`src/rtl/maze_neighbor_fetch_pkg.sv`:
```
// Shared video timing defaults and arm-state type for the maze neighbour window.
// Also holds the coordinate helper that steps a raster position back by one, wrapping at the line or frame total.
package maze_neighbor_fetch_pkg;

    localparam int VID_H_ACTIVE = 640;
    localparam int VID_V_ACTIVE = 480;
    localparam int VID_H_TOTAL  = 800;
    localparam int VID_V_TOTAL  = 525;
    localparam int COORD_W      = 10;

    typedef enum logic {
        ARM_IDLE  = 1'b0,
        ARM_ARMED = 1'b1
    } arm_state_t;

    // Previous raster coordinate, wrapping 0 back to total-1.
    function automatic logic [COORD_W-1:0] prev_coord(
        input logic [COORD_W-1:0] coord,
        input logic [COORD_W-1:0] total
    );
        return (coord == '0) ? (total - 1'b1) : (coord - 1'b1);
    endfunction

endpackage

```
`src/rtl/maze_line_buffer.sv`:
```
// One-bit-wide line memory: asynchronous read, synchronous write, so a read in
// the same cycle as a write to that address returns the old contents.
module maze_line_buffer #(
    parameter int DEPTH = 640
) (
    input  logic       pixel_clk,
    input  logic       we,
    input  logic [9:0] addr,
    input  logic       wdata,
    output logic       rdata
);

    localparam int AW = (DEPTH > 1) ? $clog2(DEPTH) : 1;

    logic mem [0:DEPTH-1];

    always_ff @(posedge pixel_clk) begin
        if (we) begin
            mem[addr[AW-1:0]] <= wdata;
        end
    end

    assign rdata = mem[addr[AW-1:0]];

endmodule

```
`src/rtl/maze_neighbor_fetch.sv`:
```
// Streams the maze wall bitmap through two line buffers and presents the 3x3 cross
// neighbourhood of pixel (DrawX-1, DrawY-1) one pixel_clk after (DrawX, DrawY).
module maze_neighbor_fetch
    import maze_neighbor_fetch_pkg::*;
#(
    parameter int H_ACTIVE = VID_H_ACTIVE,
    parameter int V_ACTIVE = VID_V_ACTIVE,
    parameter int H_TOTAL  = VID_H_TOTAL,
    parameter int V_TOTAL  = VID_V_TOTAL
) (
    input  logic       pixel_clk,
    input  logic       Reset,
    input  logic [9:0] DrawX,
    input  logic [9:0] DrawY,
    input  logic       mazePix,
    output logic       currentMazePrime,
    output logic       MazeUpPrime,
    output logic       MazeDownPrime,
    output logic       MazeLeftPrime,
    output logic       MazeRightPrime,
    output logic [9:0] CenterX,
    output logic [9:0] CenterY,
    output logic       out_valid
);

    localparam logic [9:0] H_ACT = 10'(H_ACTIVE);
    localparam logic [9:0] V_ACT = 10'(V_ACTIVE);
    localparam logic [9:0] H_TOT = 10'(H_TOTAL);
    localparam logic [9:0] V_TOT = 10'(V_TOTAL);

    arm_state_t state_reg, state_next;

    logic       in_line;
    logic       in_active;
    logic       pix_eff;
    logic [1:0] buf_wdata;
    logic [1:0] buf_rdata;
    logic       rd_a;
    logic       rd_b;

    logic a_tap0_reg, a_tap1_reg, b_tap_reg, in_tap_reg;

    logic [9:0] cx_next, cy_next;
    logic       valid_next;
    logic       cur_next, up_next, down_next, left_next, right_next;

    assign in_line   = (DrawX < H_ACT);
    assign in_active = in_line && (DrawY < V_ACT);
    assign pix_eff   = in_active ? mazePix : 1'b1;

    // Buffer 0 (A) holds row y-1; its old contents shift into buffer 1 (B), row y-2.
    assign buf_wdata[0] = pix_eff;
    assign buf_wdata[1] = buf_rdata[0];

    generate
        for (genvar gi = 0; gi < 2; gi++) begin : g_buf
            maze_line_buffer #(
                .DEPTH(H_ACTIVE)
            ) u_buf (
                .pixel_clk(pixel_clk),
                .we       (in_line),
                .addr     (DrawX),
                .wdata    (buf_wdata[gi]),
                .rdata    (buf_rdata[gi])
            );
        end
    endgenerate

    assign rd_a = in_line ? buf_rdata[0] : 1'b1;
    assign rd_b = in_line ? buf_rdata[1] : 1'b1;

    always_ff @(posedge pixel_clk or posedge Reset) begin
        if (Reset) begin
            state_reg <= ARM_IDLE;
        end else begin
            state_reg <= state_next;
        end
    end

    always_comb begin
        state_next = state_reg;
        case (state_reg)
            ARM_IDLE:  if (DrawX == '0 && DrawY == '0) state_next = ARM_ARMED;
            ARM_ARMED: state_next = ARM_ARMED;
            default:   state_next = ARM_IDLE;
        endcase
    end

    // Window for the centre one pixel up and left; frame edges read as wall.
    always_comb begin
        cx_next    = prev_coord(DrawX, H_TOT);
        cy_next    = prev_coord(DrawY, V_TOT);
        valid_next = (cx_next < H_ACT) && (cy_next < V_ACT) && (state_reg == ARM_ARMED);
        cur_next   = 1'b0;
        up_next    = 1'b0;
        down_next  = 1'b0;
        left_next  = 1'b0;
        right_next = 1'b0;
        if (valid_next) begin
            cur_next   = a_tap0_reg;
            up_next    = b_tap_reg  | (cy_next == '0);
            down_next  = in_tap_reg | (cy_next == V_ACT - 1'b1);
            left_next  = a_tap1_reg | (cx_next == '0);
            right_next = rd_a       | (cx_next == H_ACT - 1'b1);
        end
    end

    always_ff @(posedge pixel_clk or posedge Reset) begin
        if (Reset) begin
            a_tap0_reg       <= 1'b0;
            a_tap1_reg       <= 1'b0;
            b_tap_reg        <= 1'b0;
            in_tap_reg       <= 1'b0;
            CenterX          <= '0;
            CenterY          <= '0;
            out_valid        <= 1'b0;
            currentMazePrime <= 1'b0;
            MazeUpPrime      <= 1'b0;
            MazeDownPrime    <= 1'b0;
            MazeLeftPrime    <= 1'b0;
            MazeRightPrime   <= 1'b0;
        end else begin
            a_tap0_reg       <= rd_a;
            a_tap1_reg       <= a_tap0_reg;
            b_tap_reg        <= rd_b;
            in_tap_reg       <= pix_eff;
            CenterX          <= cx_next;
            CenterY          <= cy_next;
            out_valid        <= valid_next;
            currentMazePrime <= cur_next;
            MazeUpPrime      <= up_next;
            MazeDownPrime    <= down_next;
            MazeLeftPrime    <= left_next;
            MazeRightPrime   <= right_next;
        end
    end

endmodule

```
`config.mk`:
```
export PLATFORM = sky130hd
export DESIGN_NAME = maze_neighbor_fetch
export DESIGN_NICKNAME = d
export VERILOG_FILES = /design/src/rtl/maze_neighbor_fetch_pkg.sv /design/src/rtl/maze_line_buffer.sv /design/src/rtl/maze_neighbor_fetch.sv
export SDC_FILE = /design/constraint.sdc
export NUM_CORES = 1
export LEC_CHECK = 0
export CAP_MARGIN = 15
export CORE_UTILIZATION = 25
export DETAILED_ROUTE_END_ITERATION = 12
export PLACE_DENSITY_LB_ADDON = 0.1
export REMOVE_ABC_BUFFERS = 1
export SYNTH_ARGS = -nofsm -noshare
export SYNTH_HDL_FRONTEND = slang
export SYNTH_SLANG_ARGS = --single-unit
```
`constraint.sdc`:
```
create_clock -name pixel_clk -period 16.2 [get_ports pixel_clk]
set_input_delay 3.24 -clock pixel_clk [delete_from_list [all_inputs] [get_ports pixel_clk]]
set_output_delay 3.24 -clock pixel_clk [all_outputs]
set_load 0.005 [all_outputs]
```
==> impl_metrics.env, run 1 <==
export IMPL_synth_top_cell_by_area="edfxtp_1"
export IMPL_drt_iter0_drc=2637
export IMPL_post_cts_resized=0
export IMPL_crit_chain="buf_8 -> buf_4 -> nand4bb_2 -> buf_4 -> o22ai_1 -> nor2_1 -> a311oi_1 -> a2111oi_0 -> buf_4 -> or4_1 -> nand2_4 -> buf_4 -> buf_4"
export IMPL_grt_pass1_vias=31700
export IMPL_firstDrtPassIters=7
export IMPL_core_um2=212300
export IMPL_path_max_fanout=105
export IMPL_gr_usage_all_layers_pct=18.54
export IMPL_synth_top_family_by_area="multiplexers"
export IMPL_max_cap_violations=0
export IMPL_row_count=169
export IMPL_wirelength_um=202100
export IMPL_vias_per_cell=4.838
export IMPL_powerDensity_nw_per_um2=120.3
export IMPL_crit_arrival_ns=9.78
export IMPL_cts_tree="yes"
export IMPL_setup_violations=0
export IMPL_cts_buffer_depth=3
export IMPL_syn_area_per_cell_um2=16.38
export IMPL_drc=0
export IMPL_worst_pin_slew_ns=1.170
export IMPL_synth_fa_ha_area_share_pct=0.1637
export IMPL_wire_per_inst_um=32.16
export IMPL_drv_slew=0
export IMPL_synthTopCellsByArea="edfxtp_1, mux4_2, mux2i_1, nor2_1, dfrtp_1"
export IMPL_total_power_mw=7.463
export IMPL_ff_latch_area_um2=39210
export IMPL_ys_flop_type="edfxtp_1"
export IMPL_clk_insertion_delay_late_ns=0.79
export IMPL_cts_setup_buffers=0
export IMPL_netlist_area_um2=53490
export IMPL_cts_buffers=151
export IMPL_initial_core_util_pct=25.20
export IMPL_worstPathRequired_ns=16.69
export IMPL_synth_top_cell_area_share_pct=71.85
export IMPL_yosys_register_bits=1311
export IMPL_yosys_cell_types_count=62
export IMPL_port_buffer_count=48
export IMPL_ios=49
export IMPL_grt_first_pass_wirelength_um=275200
export IMPL_p_leak_nw=20.41
export IMPL_grt_antenna_before_repair=10
export IMPL_cp_end_kind="flip-flop"
export IMPL_cts_hold_buffers=0
export IMPL_yosysWarnings=0
export IMPL_die_h_um=464.6
export IMPL_startpoint_type="input port"
export IMPL_netlist_instances=3266
export IMPL_yosys_area_share_xor_xnor_pct=0.2292
export IMPL_htreeDepth=4
export IMPL_synth_compound_area_share_pct=3.827
export IMPL_rsz0062_at_grt="no"
export IMPL_drive_above_1_share_pct=15.78
export IMPL_cp_slowest_cell="nand4bb_2"
export IMPL_cp_common_cell="buf_4"
export IMPL_peakVddDrop_mv=0.1102
export IMPL_crit_family="buffers and inverters"
export IMPL_fin_crit_ns=9.283
export IMPL_ant_nets=0
export IMPL_clock_root_buffer="clkbuf_16"
export IMPL_fin_crit_sh_pct=57.30
export IMPL_largest_reg_flops=1280
export IMPL_fin_setup_tns_ns=0
export IMPL_finalHoldViolCount=0
export IMPL_synth_simple_area_share_pct=7.136
export IMPL_synth_area_mux_share_pct=12.88
export IMPL_vias=30400
export IMPL_layout_nets=3379
export IMPL_run_status="complete, no violations"
export IMPL_grt_max_degree=108
export IMPL_max_freq_mhz=107.7
export IMPL_fin_skew_ns=0.03508
export IMPL_die_width_um=464.6
export IMPL_multi_input_area_um2=13130
export IMPL_place_congestion=0.7864
export IMPL_area_growth_pct=15.94
export IMPL_synth_edf_count=1280
export IMPL_crit_buf_inv=6
export IMPL_die_area_um2=215800
export IMPL_synth_async_reset_ratio_pct=2.365
export IMPL_hold_class="reg2reg"
export IMPL_path_class="in2reg"
export IMPL_overflow=0
export IMPL_path_clk_slew_ns=0.06
export IMPL_dp_hpwl_um=124300
export IMPL_clock_sink_count=1311
export IMPL_critPathMaxStageDelay_ns=1.00
export IMPL_slew_headroom_pct=21.91
export IMPL_fillers=21260
export IMPL_ys_seq_area_share_pct=73.30
synthesized netlist by cell type, types with 15 or more instances:
cell type / number
edfxtp_1: 1280
nor2_1: 686
mux2i_1: 299
mux4_2: 173
clkbuf_1: 148
o22ai_1: 123
nand2_1: 67
a22oi_1: 58
nand3_1: 41
buf_2: 35
dfrtp_1: 31
buf_4: 28
nor3_1: 28
nor4_1: 23
inv_1: 19
buf_6: 18
o21ai_0: 17
a31oi_1: 15
cell type report:
class	instances	area share [%]
Antenna cell	1	0.004035
Clock inverter	65	0.8574
Timing Repair Buffer	176	2.377
Clock buffer	200	6.559
Multi-Input combinational cell	1690	21.17
Tap cell	2821	5.691
Inverter	19	0.1150
Sequential cell	1311	63.23
worst reg2reg max path, stage by stage, from the launching register on:
cell       delay (ns)
edfxtp_1         0.35
mux2i_1          0.61
o22ai_1          0.21
nor4_1           0.38
a311oi_1         0.20
a2111oi_0        0.80
buf_4            0.25
or4_1            0.30
nand2_4          0.52
buf_4            0.66
buf_4            0.57
power breakdown:
part	switching [mW]	leakage (nW)	internal [mW]
Sequential	0.00270	13.4	3.78
Combinational	0.303	4.75	0.103
Clock	1.40	2.25	1.87
layer usage:
layer	GRT usage, %	vias up	share of wire [%]
met5	0	-	0
met4	4.305	0	2.1
met3	2.721	222	4.3
met2	30.31	767	48
met1	25.80	16480	46
li1	-	12930	-
cell families (layout without fill, tap and decap cells):
kind of cell,count (synthesis),after routing
flip-flops,1311,1311
AND/OR/NAND/NOR,908,908
multiplexers,472,472
AO/OA/AOI/OAI,289,289
buffers and inverters,265,460
XOR/XNOR,14,14
adder cells (fa/ha/maj),7,7
other,0,1
final timing paths:
path                                                    from                                 to  slack (ns)  cells after the start
min reg2reg                             a_tap0_reg$_DFF_PP0_               a_tap1_reg$_DFF_PP0_        0.39                      0
min                                     a_tap0_reg$_DFF_PP0_               a_tap1_reg$_DFF_PP0_        0.39                      0
min in group asynchronous                              Reset               CenterY[0]$_DFF_PP0_        2.86                      3
max                                                 DrawX[1]  g_buf[1].u_buf.mem[405]$_DFFE_PP_        6.92                     13
max reg2reg                g_buf[0].u_buf.mem[317]$_DFFE_PP_  g_buf[1].u_buf.mem[405]$_DFFE_PP_       10.98                     10
max in group asynchronous                              Reset               CenterX[5]$_DFF_PP0_       13.00                      3
stage by stage:
step / setup WS (ns) / utilization, % / cells / hold slack [ns] / cell area (µm²)
4_1_cts: 6.846 / 29.21 / 6282 / 0.3846 / 62020
3_3_place_gp: 5.973 / 27.05 / 6017 / 0.3657 / 57420
2_1_floorplan: -0.1125 / - / 3020 / 0.3537 / 52250
6_report: 6.917 / 29.21 / 6283 / 0.3854 / 62020
5_1_grt: 6.524 / 29.21 / 6283 / 0.3885 / 62020
3_5_place_dp: 5.988 / 27.05 / 6017 / 0.3645 / 57420
layout by cell type (no fill, tap or decap), drive strengths merged, types with 9 or more instances in the layout:
cell type and count:
a31oi 15, edfxtp 1280, o22ai 123, clkinv 53
a22o 11, nor2 686, mux2i 299, o21ai 19
a221oi 11, nor4 23, inv 24, nor3 28
o22a 9, mux4 173, a22oi 58, clkdlybuf4s50 43
clkbuf 200, o2111ai 13, buf 133, nand3 41
nand4 14, nand2 67, dfrtp 31
(Power assumes the default switching activity.)
==> run 2, diff against run 1 <==
==> constraint.sdc (replaced) <==
create_clock -name pixel_clk -period 8 [get_ports pixel_clk]
set_input_delay 1.6 -clock pixel_clk [delete_from_list [all_inputs] [get_ports pixel_clk]]
set_output_delay 1.6 -clock pixel_clk [all_outputs]
set_load 0.005 [all_outputs]
==> impl_metrics.env, run 2 (synthesis gave the netlist of run 1 again) <==
export IMPL_run_status="complete, no violations"
export IMPL_cts_tree="yes"
export IMPL_firstDrtPassIters=7
export IMPL_drc=0
export IMPL_ant_nets=0
export IMPL_worstPathRequired_ns=8.42
export IMPL_powerDensity_nw_per_um2=244.1
export IMPL_clock_sink_count=1311
export IMPL_drive_above_1_share_pct=16.07
export IMPL_dp_slack_ns=0.7650
export IMPL_largest_reg_flops=1280
export IMPL_final_cell_mix="edfxtp_1, nor2_1, mux2i_1, mux4_2, clkbuf_16"
export IMPL_place_congestion=0.7889
export IMPL_peakVddDrop_mv=0.2289
export IMPL_fin_crit_ns=6.630
export IMPL_placed_area_um2=57550
export IMPL_path_clk_slew_ns=0.06
export IMPL_htreeDepth=4
export IMPL_gr_usage_all_layers_pct=18.53
export IMPL_die_h_um=464.6
export IMPL_total_power_mw=15.21
export IMPL_row_count=169
export IMPL_cts_hold_buffers=0
export IMPL_max_freq_mhz=150.8
export IMPL_path_max_fanout=218
export IMPL_crit_chain="buf_2 -> nand4_1 -> buf_4 -> o22ai_1 -> nor4_1 -> a311oi_1 -> a2111oi_0 -> or4_1 -> nand2_4 -> buf_12"
export IMPL_p_leak_nw=20.54
export IMPL_worst_r2r_endpoint="g_buf[1].u_buf.mem[490]$_DFFE_PP_"
export IMPL_setup_violations=0
export IMPL_dp_hpwl_um=124500
export IMPL_drt_iter0_drc=2694
export IMPL_worst_pin_slew_ns=1.362
export IMPL_die_width_um=464.6
export IMPL_final_area_um2=62310
export IMPL_post_place_cells=6017
export IMPL_core_um2=212300
export IMPL_cts_setup_buffers=0
export IMPL_reg2reg_depth=8
export IMPL_rsz0062_at_grt="no"
export IMPL_crit_arrival_ns=7.05
export IMPL_fin_crit_sh_pct=82.88
export IMPL_clock_root_buffer="clkbuf_16"
export IMPL_die_area_um2=215800
export IMPL_fin_util_pct=29.35
export IMPL_max_cap_violations=0
export IMPL_path_class="in2reg"
export IMPL_slew_headroom_pct=6.882
export IMPL_area_growth_pct=16.48
export IMPL_grt_pass1_vias=31750
export IMPL_cp_slowest_cell="nand4_1"
export IMPL_cp_end_kind="flip-flop"
export IMPL_setup_ws_ns=1.370
export IMPL_hp_start="a_tap0_reg$_DFF_PP0_"
export IMPL_startpoint_type="input port"
export IMPL_vias_per_cell=4.851
export IMPL_clk_insertion_delay_late_ns=0.78
export IMPL_wire_per_inst_um=32.17
export IMPL_finalHoldViolCount=0
export IMPL_wirelength_um=202400
export IMPL_r2r_setup_slack_ns=3.53
export IMPL_ios=49
export IMPL_cts_buffer_depth=3
export IMPL_reg2reg_from="g_buf[0].u_buf.mem[317]$_DFFE_PP_"
export IMPL_cts_buffers=151
export IMPL_layout_nets=3382
export IMPL_grt_first_pass_wirelength_um=276000
export IMPL_post_cts_resized=0
export IMPL_stdcell_count=6293
export IMPL_fin_skew_ns=0.03072
export IMPL_hold_class="reg2reg"
export IMPL_vias=30530
export IMPL_fillers=21250
export IMPL_overflow=0
export IMPL_holdPathStages=0
export IMPL_drv_slew=0
export IMPL_port_buffer_count=48
export IMPL_grt_antenna_before_repair=20
export IMPL_final_common_cell="edfxtp_1"
export IMPL_grt_max_degree=219
export IMPL_min_to="a_tap1_reg$_DFF_PP0_"
export IMPL_initial_core_util_pct=25.20
export IMPL_critPathMaxStageDelay_ns=0.89
## run 2: cell count changes in the layout (fill, tap and decap cells not counted), sizes merged
cell      delta
clkinv       +5
clkbuf       -5
clkinvlp     +3
buf          +3
diode        +4
bufinv       +1
inv          -1
## run 2: stage by stage
step	TNS, ns	hold slack (ns)
4_1_cts	0	0.3823
3_5_place_dp	0	0.3810
3_3_place_gp	0	0.3624
6_report	0	0.3890
2_1_floorplan	-7770.54	0.3537
5_1_grt	0	0.3957
## run 2: power by group
part	total, mW	leakage (nW)	switching [mW]	internal (mW)
Sequential	7.66	13.4	0.00729	7.65
Clock	6.72	2.29	2.87	3.85
Combinational	0.829	4.84	0.612	0.217
Total	15.2	20.5	3.49	11.7
## run 2: worst max path at each step
stage	startpoint	end	depth (start not counted)
floorplan	DrawX[7]	g_buf[0].u_buf.mem[0]$_DFFE_PP_	2
global placement	DrawX[4]	g_buf[1].u_buf.mem[511]$_DFFE_PP_	9
detailed placement	DrawX[2]	g_buf[1].u_buf.mem[539]$_DFFE_PP_	10
CTS	DrawX[2]	g_buf[1].u_buf.mem[269]$_DFFE_PP_	10
global route	DrawX[2]	g_buf[1].u_buf.mem[217]$_DFFE_PP_	10
finish	DrawX[2]	g_buf[1].u_buf.mem[492]$_DFFE_PP_	10
## run 2: final cells by class
type,count,area (µm²),area share [%]
antenna,5,12.51,0.02008
clock buffer,195,4079,6.546
clock inverter,73,606.8,0.9739
inverter,19,71.32,0.1145
multi-input combinational,1690,13120,21.05
sequential,1311,39210,62.93
tap,2821,3530,5.665
timing repair buffer,179,1680,2.697
## run 2: worst max-delay path, delay by kind of cell
| family | cells | cell delay, ns |
|---|---|---|
| compound gates | 3 | 1.22 |
| buf+inv | 3 | 1.90 |
| simple gates | 4 | 2.02 |
## run 2: routing by layer
layer,global-route usage (%),wire length (µm),vias to the layer above,part of all wire (%)
li1,-,-,12920,-
met1,25.40,91560,16570,45
met2,30.67,97920,828,48
met3,2.736,8702,205,4.3
met4,4.455,4238,0,2.1
met5,0,0,-,0
